File: src/rtl/design_bist_pkg.sv
// Shared types and helpers for the BIST controller: FSM states, LFSR/MISR polynomial and step function.
package design_bist_pkg;

  localparam int          SIG_W     = 16;
  localparam logic [15:0] LFSR_TAPS = 16'hB400;

  typedef enum logic [2:0] {
    IDLE,
    SEED,
    RUN,
    DRAIN,
    DONE
  } state_e;

  // One right-shifting Galois step; shared by the pattern LFSR and the MISR feedback.
  function automatic logic [SIG_W-1:0] lfsr_step(input logic [SIG_W-1:0] v);
    return (v >> 1) ^ (v[0] ? LFSR_TAPS : {SIG_W{1'b0}});
  endfunction

endpackage

File: src/rtl/bist_misr.sv
// Signature register compacting block responses; DESIGN_BIST_PIPE_EN adds a response register in front.
// With the pipe, each response is absorbed one cycle after it is captured.
module bist_misr
  import design_bist_pkg::*;
#(
  parameter int PO_W = 8
) (
  input  logic             clk,
  input  logic             rst_n,
  input  logic             clr_i,
  input  logic             en_i,
  input  logic [PO_W-1:0]  resp_i,
  output logic [SIG_W-1:0] misr_o
);

  logic [SIG_W-1:0] misr_q, misr_d;
  logic             absorb;
  logic [PO_W-1:0]  absorb_dat;

`ifdef DESIGN_BIST_PIPE_EN
  logic [PO_W-1:0] resp_q;
  logic            vld_q;

  always_ff @(posedge clk or negedge rst_n) begin
    if (!rst_n) begin
      resp_q <= '0;
      vld_q  <= 1'b0;
    end else if (clr_i) begin
      resp_q <= '0;
      vld_q  <= 1'b0;
    end else begin
      vld_q <= en_i;
      if (en_i) resp_q <= resp_i;
    end
  end

  assign absorb     = vld_q;
  assign absorb_dat = resp_q;
`else
  assign absorb     = en_i;
  assign absorb_dat = resp_i;
`endif

  always_comb begin
    misr_d = misr_q;
    if (clr_i)       misr_d = '0;
    else if (absorb) misr_d = lfsr_step(misr_q) ^ SIG_W'(absorb_dat);
  end

  always_ff @(posedge clk or negedge rst_n) begin
    if (!rst_n) misr_q <= '0;
    else        misr_q <= misr_d;
  end

  assign misr_o = misr_q;

endmodule

File: src/rtl/design_bist_ctrl.sv
// LFSR/MISR BIST controller for a combinational block; start-to-done is N+2 cycles (N+3 with DESIGN_BIST_PIPE_EN).
// start is ignored while busy; sig/pass are held from the done cycle until the next run's SEED.
module design_bist_ctrl
  import design_bist_pkg::*;
#(
  parameter int          PI_W        = 14,
  parameter int          PO_W        = 8,
  parameter int          PATTERN_CNT = 1024,
  parameter logic [15:0] LFSR_SEED   = 16'hACE1
) (
  input  logic             clk,
  input  logic             rst_n,
  input  logic             start,
  input  logic [SIG_W-1:0] golden_sig,
  output logic [PI_W-1:0]  pi,
  input  logic [PO_W-1:0]  po,
  output logic             busy,
  output logic             done,
  output logic             pass,
  output logic [SIG_W-1:0] sig
);

  localparam int               CNT_W    = $clog2(PATTERN_CNT + 1);
  localparam logic [15:0]      SEED_VAL = (LFSR_SEED == 16'h0) ? 16'h0001 : LFSR_SEED;
  localparam logic [CNT_W-1:0] LAST     = CNT_W'(PATTERN_CNT - 1);

  state_e           state_q, state_d;
  logic [CNT_W-1:0] cnt_q, cnt_d;
  logic [15:0]      lfsr_q, lfsr_d;
  logic [SIG_W-1:0] sig_q, sig_d;
  logic             pass_q, pass_d;
  logic             misr_clr, misr_en;
  logic [SIG_W-1:0] misr;
  logic             match;

  assign match = (misr == golden_sig);

  always_comb begin
    state_d  = state_q;
    cnt_d    = cnt_q;
    lfsr_d   = lfsr_q;
    sig_d    = sig_q;
    pass_d   = pass_q;
    misr_clr = 1'b0;
    misr_en  = 1'b0;
    case (state_q)
      IDLE: if (start) state_d = SEED;
      SEED: begin
        lfsr_d   = SEED_VAL;
        cnt_d    = '0;
        sig_d    = '0;
        pass_d   = 1'b0;
        misr_clr = 1'b1;
        state_d  = RUN;
      end
      RUN: begin
        misr_en = 1'b1;
        lfsr_d  = lfsr_step(lfsr_q);
        cnt_d   = cnt_q + 1'b1;
        if (cnt_q == LAST) begin
`ifdef DESIGN_BIST_PIPE_EN
          state_d = DRAIN;
`else
          state_d = DONE;
`endif
        end
      end
      DRAIN: state_d = DONE;
      DONE: begin
        sig_d   = misr;
        pass_d  = match;
        state_d = IDLE;
      end
      default: state_d = IDLE;
    endcase
  end

  always_ff @(posedge clk or negedge rst_n) begin
    if (!rst_n) begin
      state_q <= IDLE;
      cnt_q   <= '0;
      lfsr_q  <= '0;
      sig_q   <= '0;
      pass_q  <= 1'b0;
    end else begin
      state_q <= state_d;
      cnt_q   <= cnt_d;
      lfsr_q  <= lfsr_d;
      sig_q   <= sig_d;
      pass_q  <= pass_d;
    end
  end

  bist_misr #(.PO_W(PO_W)) u_misr (
    .clk    (clk),
    .rst_n  (rst_n),
    .clr_i  (misr_clr),
    .en_i   (misr_en),
    .resp_i (po),
    .misr_o (misr)
  );

  // The final signature is already in the MISR during DONE, so expose it that same cycle.
  assign pi   = (state_q == RUN) ? lfsr_q[PI_W-1:0] : '0;
  assign busy = (state_q != IDLE);
  assign done = (state_q == DONE);
  assign sig  = done ? misr  : sig_q;
  assign pass = done ? match : pass_q;

endmodule

File: config.mk
export PLATFORM = sky130hd
export DESIGN_NAME = design_bist_ctrl
export DESIGN_NICKNAME = d
export VERILOG_FILES = /design/src/rtl/design_bist_pkg.sv /design/src/rtl/bist_misr.sv /design/src/rtl/design_bist_ctrl.sv
export SDC_FILE = /design/constraint.sdc
export NUM_CORES = 1
export LEC_CHECK = 0
export CELL_PAD_IN_SITES_DETAIL_PLACEMENT = 1
export CELL_PAD_IN_SITES_GLOBAL_PLACEMENT = 2
export CORE_ASPECT_RATIO = 2
export CORE_MARGIN = 3
export CORE_UTILIZATION = 33
export DETAILED_ROUTE_END_ITERATION = 8
export PLACE_DENSITY = 0.9
export SYNTH_ARGS = -nofsm -noshare
export SYNTH_HDL_FRONTEND = slang
export SYNTH_SLANG_ARGS = --single-unit
export TNS_END_PERCENT = 1
File: constraint.sdc
create_clock -name clk -period 1.7 [get_ports clk]
set_input_delay 0.17 -clock clk [delete_from_list [all_inputs] [get_ports clk]]
set_output_delay 0.17 -clock clk [all_outputs]
set_load 0.02 [all_outputs]
-- After elaboration in Yosys (flattened, before gate mapping)
Cells that the tools add are included.
- bitwise logic cells: 3
- $lt $le $gt $ge: 0
- eq/ne operators: 8
- multipliers: 0
- divide/modulo/power cells: 0
- add/sub/neg operators: 1
- reductions and logical operators: 6
- muxes and demuxes: 16
- shifts and indexed selects: 0
- operator list (operator ; number):
    $mux 16 ; 5
    $pmux 16 s2 ; 2
    $xor 15x16->16 ; 2
    $pmux 11 s2 ; 1
    $eq 16x16->1 ; 1
    $xor 16x8->16 ; 1
    $mux 14 ; 1
    $pmux 3 s4 ; 1
    $add 11x1->11 const B ; 1
    $eq 11x10->1 const B ; 1
    $eq 3x2->1 const B ; 2
    $mux 3 ; 2
    $reduce_bool 2->1 ; 3
    $ne 2x2->1 const B ; 2
    $eq 3x1->1 const B ; 1
    $eq 3x3->1 const B ; 1
    $logic_not 3->1 ; 1
    $mux 1 ; 3
    $reduce_bool 3->1 ; 1
    $pmux 1 s2 ; 1
    $reduce_and 2->1 ; 1
- word-level logic and storage cells: 40
- memory bits (read-only): 0
- input port bits: 27
- bits in latches: 0
- flip-flop bits (word level): 63
- RAM bits: 0
- output and inout port bits: 33
- memories: 0

-- Logic depth before layout (Yosys ltp)
Gate-level depths: netlist of run 1.
- depth after elaboration: 5
- gate-level depth with buffers: 7
- depth with buffers taken out: 6

-- Modules after synthesis
From an unflattened synthesis of run 1, not the netlist that was laid out.
- cell total of the unflattened synthesis: 272
- area, all modules: 3135.5 um^2
- by module, submodules not included (module ; times used ; cells each ; area an instance (um^2)):
    design_bist_ctrl ; 1 ; 207 ; 2349.8
    bist_misr ; 1 ; 65 ; 785.8

-- Worst setup path before layout of run 1
No wires, ideal clock.
- path type: flip-flop to flip-flop
- start point: register state_q[0]
- end point: register sig_q[12]
- cell stages (with the launch flop): 7
- setup slack: 0.014 ns
- arrival time: 1.567 ns
- data required time: 1.581 ns
- path buffers: 3
- cells stage by stage: dfrtp_1 > buf_6 > nor3b_2 > buf_6 > buf_6 > mux2_1 > and2_1
- word-level cells in the longest chain between the ends: 2
- ends and longest elaborated chain (element ; line ; text):
    start, declared ; design_bist_ctrl.sv:27 ; state_e state_q, state_d;
    start signal, assigned ; design_bist_ctrl.sv:86 ; state_q <= state_d;
    $eq 3x3->1 (*) ; -- ;
    net done ; design_bist_ctrl.sv:18 ; output logic done,
    $pmux 16 s2 / $reduce_bool 2->1 (equally long branches) ; -- ;
    end signal, assigned ; design_bist_ctrl.sv:89 ; sig_q <= sig_d;
    end, declared ; design_bist_ctrl.sv:30 ; logic [SIG_W-1:0] sig_q, sig_d;
Mark *: on every way through the listed nets, which the timed path passes. The rest lies on a longest branch.
A chain may end at the register's enable or synchronous reset.

-- Worst setup path after layout of run 1
- start point: register state_q[1]
- end point: output sig[6]
- word-level cells in the longest chain between the ends: 2
- ends and longest elaborated chain (element ; line ; text):
    $eq 3x3->1 ; design_bist_ctrl.sv:106 ; assign done = (state_q == DONE);
    $mux 16 ; design_bist_ctrl.sv:107 ; assign sig = done ? misr : sig_q;
    end, declared ; design_bist_ctrl.sv:20 ; output logic [SIG_W-1:0] sig
No other way between the ends.

==> results of run 1 <==
-- timing repair --
action | 4_1_cts | 5_1_grt
buffers inserted | 2 | 0
hold buffers | 1 | 0
endpoints found under the setup margin | 66 | 67
hold endpoints to repair | 63 | 0
pin swaps | 4 | 2
cloned | 1 | 0
gates resized for setup | 168 | 47
-- registers in the layout, summed over array words and instances (netlist names) --
register and count:
state_q 3, sig_q 16, u_misr.misr_o 16, lfsr_q 16
pass_q 1, cnt_q 11
-- worst paths after layout --
check | cells after the start | endpoint | slack, ns | startpoint
max reg2reg | 8 | lfsr_q[14] | 0.03 | state_q[1]
max in group asynchronous | 3 | cnt_q[0] | 1.03 | rst_n
min | 3 | state_q[0] | 0.36 | start
min in group asynchronous | 3 | sig_q[4] | 0.37 | rst_n
min reg2reg | 1 | lfsr_q[4] | 0.47 | lfsr_q[4]
max | 4 | sig[6] | -0.21 | state_q[1]
-- Yosys cell counts, drive strengths merged, types with 4 or more instances --
master	instances	share of area
dfrtp	63	0.53
and2	32	0.067
o21ai	22	0.037
nand2	20	0.025
buf	18	0.043
mux2	16	0.060
xnor2	15	0.044
xor2	15	0.044
nor2	11	0.015
a22o	7	0.020
nand3	7	0.012
a21o	6	0.015
a211o	5	0.015
clkbuf	4	0.0050
-- cell type report --
class	count	area (sq um)	area share
Multi-Input combinational cell	184	1390	0.320
Sequential cell	63	1580	0.361
Timing Repair Buffer	104	930	0.213
Inverter	3	11.3	0.00258
Clock buffer	13	260	0.0597
Tap cell	100	125	0.0287
Clock inverter	3	65.1	0.0149
-- cells in the final DEF (no fill, tap or decap), types with 5 or more instances in the layout --
cell type        instances
nand2_1                 20
a22o_1                   7
buf_6                   19
buf_2                    5
o21ai_0                 20
clkdlybuf4s50_1         25
a21o_1                   6
clkbuf_16                9
buf_4                   52
xor2_1                  15
and2_1                  22
xnor2_1                 15
mux2_4                  11
and2_4                  10
a211o_1                  5
nor2_1                   9
dfrtp_1                 63
mux2_2                   5
nand3_1                  6
-- report_power, final --
group	total, mW	switching, mW	internal [mW]
sequential	2.36	0.328	2.04
clock	2.01	0.644	1.36
combinational	3.91	1.94	1.97
-- cell families after synthesis --
logic type	count (synthesis)
adder cells (fa/ha/maj)	1
XOR/XNOR	30
flip-flops	63
buffers and inverters	25
AND/OR/NAND/NOR	83
multiplexers	17
AO/OA/AOI/OAI	53
-- per-stage QoR --
| step | hold WS (ns) | instance area (sq um) | instances |
|---|---|---|---|
| final | 0.358 | 4360 | 470 |
| after global routing | 0.363 | 4360 | 470 |
| after CTS | 0.350 | 4260 | 472 |
| after detailed placement | 0.212 | 3930 | 452 |
| after global placement | 0.208 | 3930 | 452 |
| after floorplan | -0.126 | 3000 | 272 |
-- layer usage --
layer	wire, microns	share of wire
met5	0	0
met4	179	0.021
met3	327	0.038
met2	5000	0.59
met1	3020	0.35
-- critical path, cell delays in order, from the launching register on --
cell and delay, ns:
dfrtp_1 0.41, nor3b_4 0.25, buf_6 0.22, mux2_2 0.37, buf_4 0.16
==> impl_metrics.toml, run 1 <==
[timing]
drv_slew = 0
setup_slack_ns = -0.213
finalSetupViolations = 18
worst_slew_margin_rel = 0.765
worstMarginPinSlew_ns = 0.352
hold_viol_final = 0
rsz0062_at_grt = "true"
fmax_ghz = 0.523
period_needed_ns = 1.91
clock-skew-final_ns = 0.00652
fin_crit_sh = 1.13
finalSetupTns_ns = -2.74

[clocking]
insertion_delay_ns = 0.33
clkTransAtPathRegs_ns = 0.05
cts_sinks = 63
htree_levels = 3
cts_buffers = 9
cts_tree = "yes"
clock_path_buffers = 2
cts_root_buffer = "clkbuf_16"

[logic_synthesis]
yosys_warnings = 0
synthMuxAreaShare = 0.0634
synthAdderAreaFrac = 0.00417
ys_seq_elements = 63
yosys.cell_types.count = 39
yosysSeqAreaShare = 0.525
synthFlopType = "dfrtp_1"
synth_top_family_by_area = "simple AND/OR/NAND/NOR gates"
async_reset_ff_frac = 1.00
syn_avg_cell_area_sq_um = 11.0
synth_fp_nets = 300
synth_area_sq_um = 3000
synth_xor_area_frac = 0.0875
synthSimpleGateAreaFrac = 0.148
synth_edf_count = 0
synth_compound_area_frac = 0.120
syn_inst = 272

[global_routing]
grt_use_met3 = 0.0421
antenna_found_initial = 0
track_usage = 0.176
grt_pass1_vias = 2651
grt_max_degree = 64
use_met1 = 0.172
grt_busiest_layer = "met2"
met2_usage = 0.332
grt_overflow = 0
grt_pass1_wl_mm = 13.6

[placed_design]
io_buffers = 59
gp_congestion = 0.761
place_ws_ns = -0.471
dp_hpwl_mm = 5.74

[final_layout]
area_delta_synth_final_pct = 45.3
postLayoutCoreUtil = 0.497
nets = 393
fillCellCount = 936
drive_gt1_frac = 0.354
diodes = 0

[critical_path]
required_ns = 1.53
crit_path_start_kind = "register"
path_class = "reg -> out"
critPathMaxFanout = 10
end_kind = "output port"
critPathArrivalTime_ns = 1.74

[detailed_routing]
via_per_inst = 4.99
drt-total-wl_mm = 8.53
dr.pass1.iters = 4
drtAntennaViolNets = 0
post_drt_wl_per_cell_microns = 18.1
drc = 0
drt_iter0_markers = 148
vias = 2347

[min_path]
hp-class = "in -> reg"

[outcome]
status = "finished with violations"
violations = "setup timing"

[floorplan]
io_pins = 60
start_util = 0.342
std_cell_rows = 48
dieArea_sq_um = 10300
die_height_microns = 141
die_width_microns = 73.4
core_sq_um = 8770

[power]
peakVddDrop_mv = 0.778
p_total_mw = 8.28
p_leak_nw = 2.09
power-per-cell-area_nw_per_um2 = 1900

[flow_run]
max-cap-violations = 0
Power figures use the tool's default switching activity.
==> run 2: changes to the inputs <==
--- a/config.mk
+++ b/config.mk
@@ -9,9 +9,10 @@
 export CELL_PAD_IN_SITES_GLOBAL_PLACEMENT = 2
 export CORE_ASPECT_RATIO = 2
 export CORE_MARGIN = 3
-export CORE_UTILIZATION = 33
+export CORE_UTILIZATION = 34
+export CTS_BUF_LIST = sky130_fd_sc_hd__clkbuf_4
 export DETAILED_ROUTE_END_ITERATION = 8
-export PLACE_DENSITY = 0.9
+export PLACE_DENSITY = 0.93
 export SYNTH_ARGS = -nofsm -noshare
 export SYNTH_HDL_FRONTEND = slang
 export SYNTH_SLANG_ARGS = --single-unit
==> impl_metrics.toml, run 2 (synthesized netlist as in run 1, its figures left out) <==
[critical_path]
critPathArrivalTime_ns = 1.82
r2r_end = "cnt_q[3]"
crit_path_start_kind = "register"
path_class = "reg -> out"
critPathMaxFanout = 8
r2r_slack_ns = 0.12
worst-r2r-cell-count = 8
timing.rr.start = "state_q[0]"
end_kind = "output port"
required_ns = 1.53

[timing]
worstMarginPinSlew_ns = 0.344
setup_slack_ns = -0.289
fin_crit_sh = 1.17
period_needed_ns = 1.99
rsz0062_at_grt = "true"
hold_viol_final = 0
drv_slew = 0
worst_slew_margin_rel = 0.769
finalSetupViolations = 19
fmax_ghz = 0.503
clock-skew-final_ns = 0.0167

[clocking]
cts_tree = "yes"
htree_levels = 3
cts_root_buffer = "clkbuf_4"
clock_path_buffers = 2
insertion_delay_ns = 0.41
cts_buffers = 9
clkTransAtPathRegs_ns = 0.11
cts_sinks = 63

[floorplan]
core_sq_um = 8410
std_cell_rows = 47
dieArea_sq_um = 10100
start_util = 0.357
die_width_microns = 72.4
die_height_microns = 139
io_pins = 60

[flow_run]
max-cap-violations = 0

[final_layout]
fillCellCount = 902
area_delta_synth_final_pct = 44.7
drive_gt1_frac = 0.371
layout_commonest_cell = "dfrtp_1"
nets = 398
final_cell_mix = "dfrtp_1, buf_4, buf_6"
finalNonFillerCells = 474

[global_routing]
antenna_found_initial = 1
grt_max_degree = 64
grt_overflow = 0
track_usage = 0.182
grt_pass1_wl_mm = 14.1
grt_pass1_vias = 2725

[placed_design]
place_ws_ns = -0.538
gp_congestion = 0.768
dp_cells = 450
io_buffers = 59
dp_hpwl_mm = 5.84

[power]
power-per-cell-area_nw_per_um2 = 1730
p_leak_nw = 2.06
peakVddDrop_mv = 0.810

[min_path]
hp-class = "in -> async"

[detailed_routing]
drt_iter0_markers = 143
dr.pass1.iters = 4
drtAntennaViolNets = 0
drt-total-wl_mm = 8.49
post_drt_wl_per_cell_microns = 17.9
drc = 0
vias = 2387
via_per_inst = 5.04

[outcome]
violations = "setup timing"
status = "finished with violations"
[run 2: worst max-delay path by stage]
stage | start | endpoint | slack (ns) | cells past startpoint
floorplan | state_q[0] | sig_q[12] | 0.01 | 6
global placement | golden_sig[15] | pass | -0.41 | 6
detailed placement | golden_sig[15] | pass | -0.54 | 6
CTS | state_q[1] | sig[3] | -0.32 | 5
global route | u_misr.misr_o[6] | pass | -0.41 | 5
finish | state_q[1] | pass | -0.29 | 7
[run 2: routing by layer]
layer | up-vias | GRT usage | share of wire
li1 | 1115 | - | -
met1 | 1198 | 0.191 | 0.35
met2 | 57 | 0.335 | 0.57
met3 | 17 | 0.0334 | 0.038
met4 | 0 | 0.0895 | 0.034
met5 | - | 0 | 0
[run 2: power breakdown]
group	total [mW]	internal [mW]	switching (mW)
registers	2.34	2.03	0.315
clock network	0.994	0.436	0.558
logic	4.20	2.20	1.99
total	7.53	4.66	2.87
[run 2: repair_timing]
item / CTS / global route
hold endpoints to repair: 63 / 0
hold buffers: 1 / 0
resized for setup: 217 / 20
pin swaps: 2 / 1
endpoints found under the setup margin: 34 / 56
gates cloned: 1 / 0
buffers inserted: 5 / 0
[run 2: final cells by class]
class,count,area (sq um),share of cell area
Clock inverter,7,63.8,0.0147
Antenna cell,1,2.50,0.000576
Tap cell,98,123,0.0282
Multi-Input combinational cell,184,1420,0.326
Sequential cell,63,1580,0.363
Inverter,3,11.3,0.00259
Clock buffer,9,67.6,0.0156
Timing Repair Buffer,109,1080,0.249
[run 2: critical path, stage by stage (launching register included)]
cell     delay, ns
dfrtp_1       0.41
nor3b_2       0.24
buf_12        0.16
buf_12        0.14
buf_6         0.11
nand3_2       0.08
o22ai_4       0.14
buf_6         0.14
[run 2: through the flow]
| stage | setup TNS, ns | utilization | hold WS [ns] | total power [mW] | cell area (sq um) |
|---|---|---|---|---|---|
| after floorplan | 0 | - | -0.126 | 4.38 | 3000 |
| after global placement | -4.47 | 0.469 | 0.209 | 5.92 | 3940 |
| after detailed placement | -5.41 | 0.469 | 0.206 | 6.08 | 3940 |
| after CTS | -5.64 | 0.508 | 0.259 | 7.44 | 4280 |
| after global routing | -7.08 | 0.517 | 0.278 | 8.06 | 4340 |
| final | -4.61 | 0.517 | 0.276 | 7.53 | 4340 |
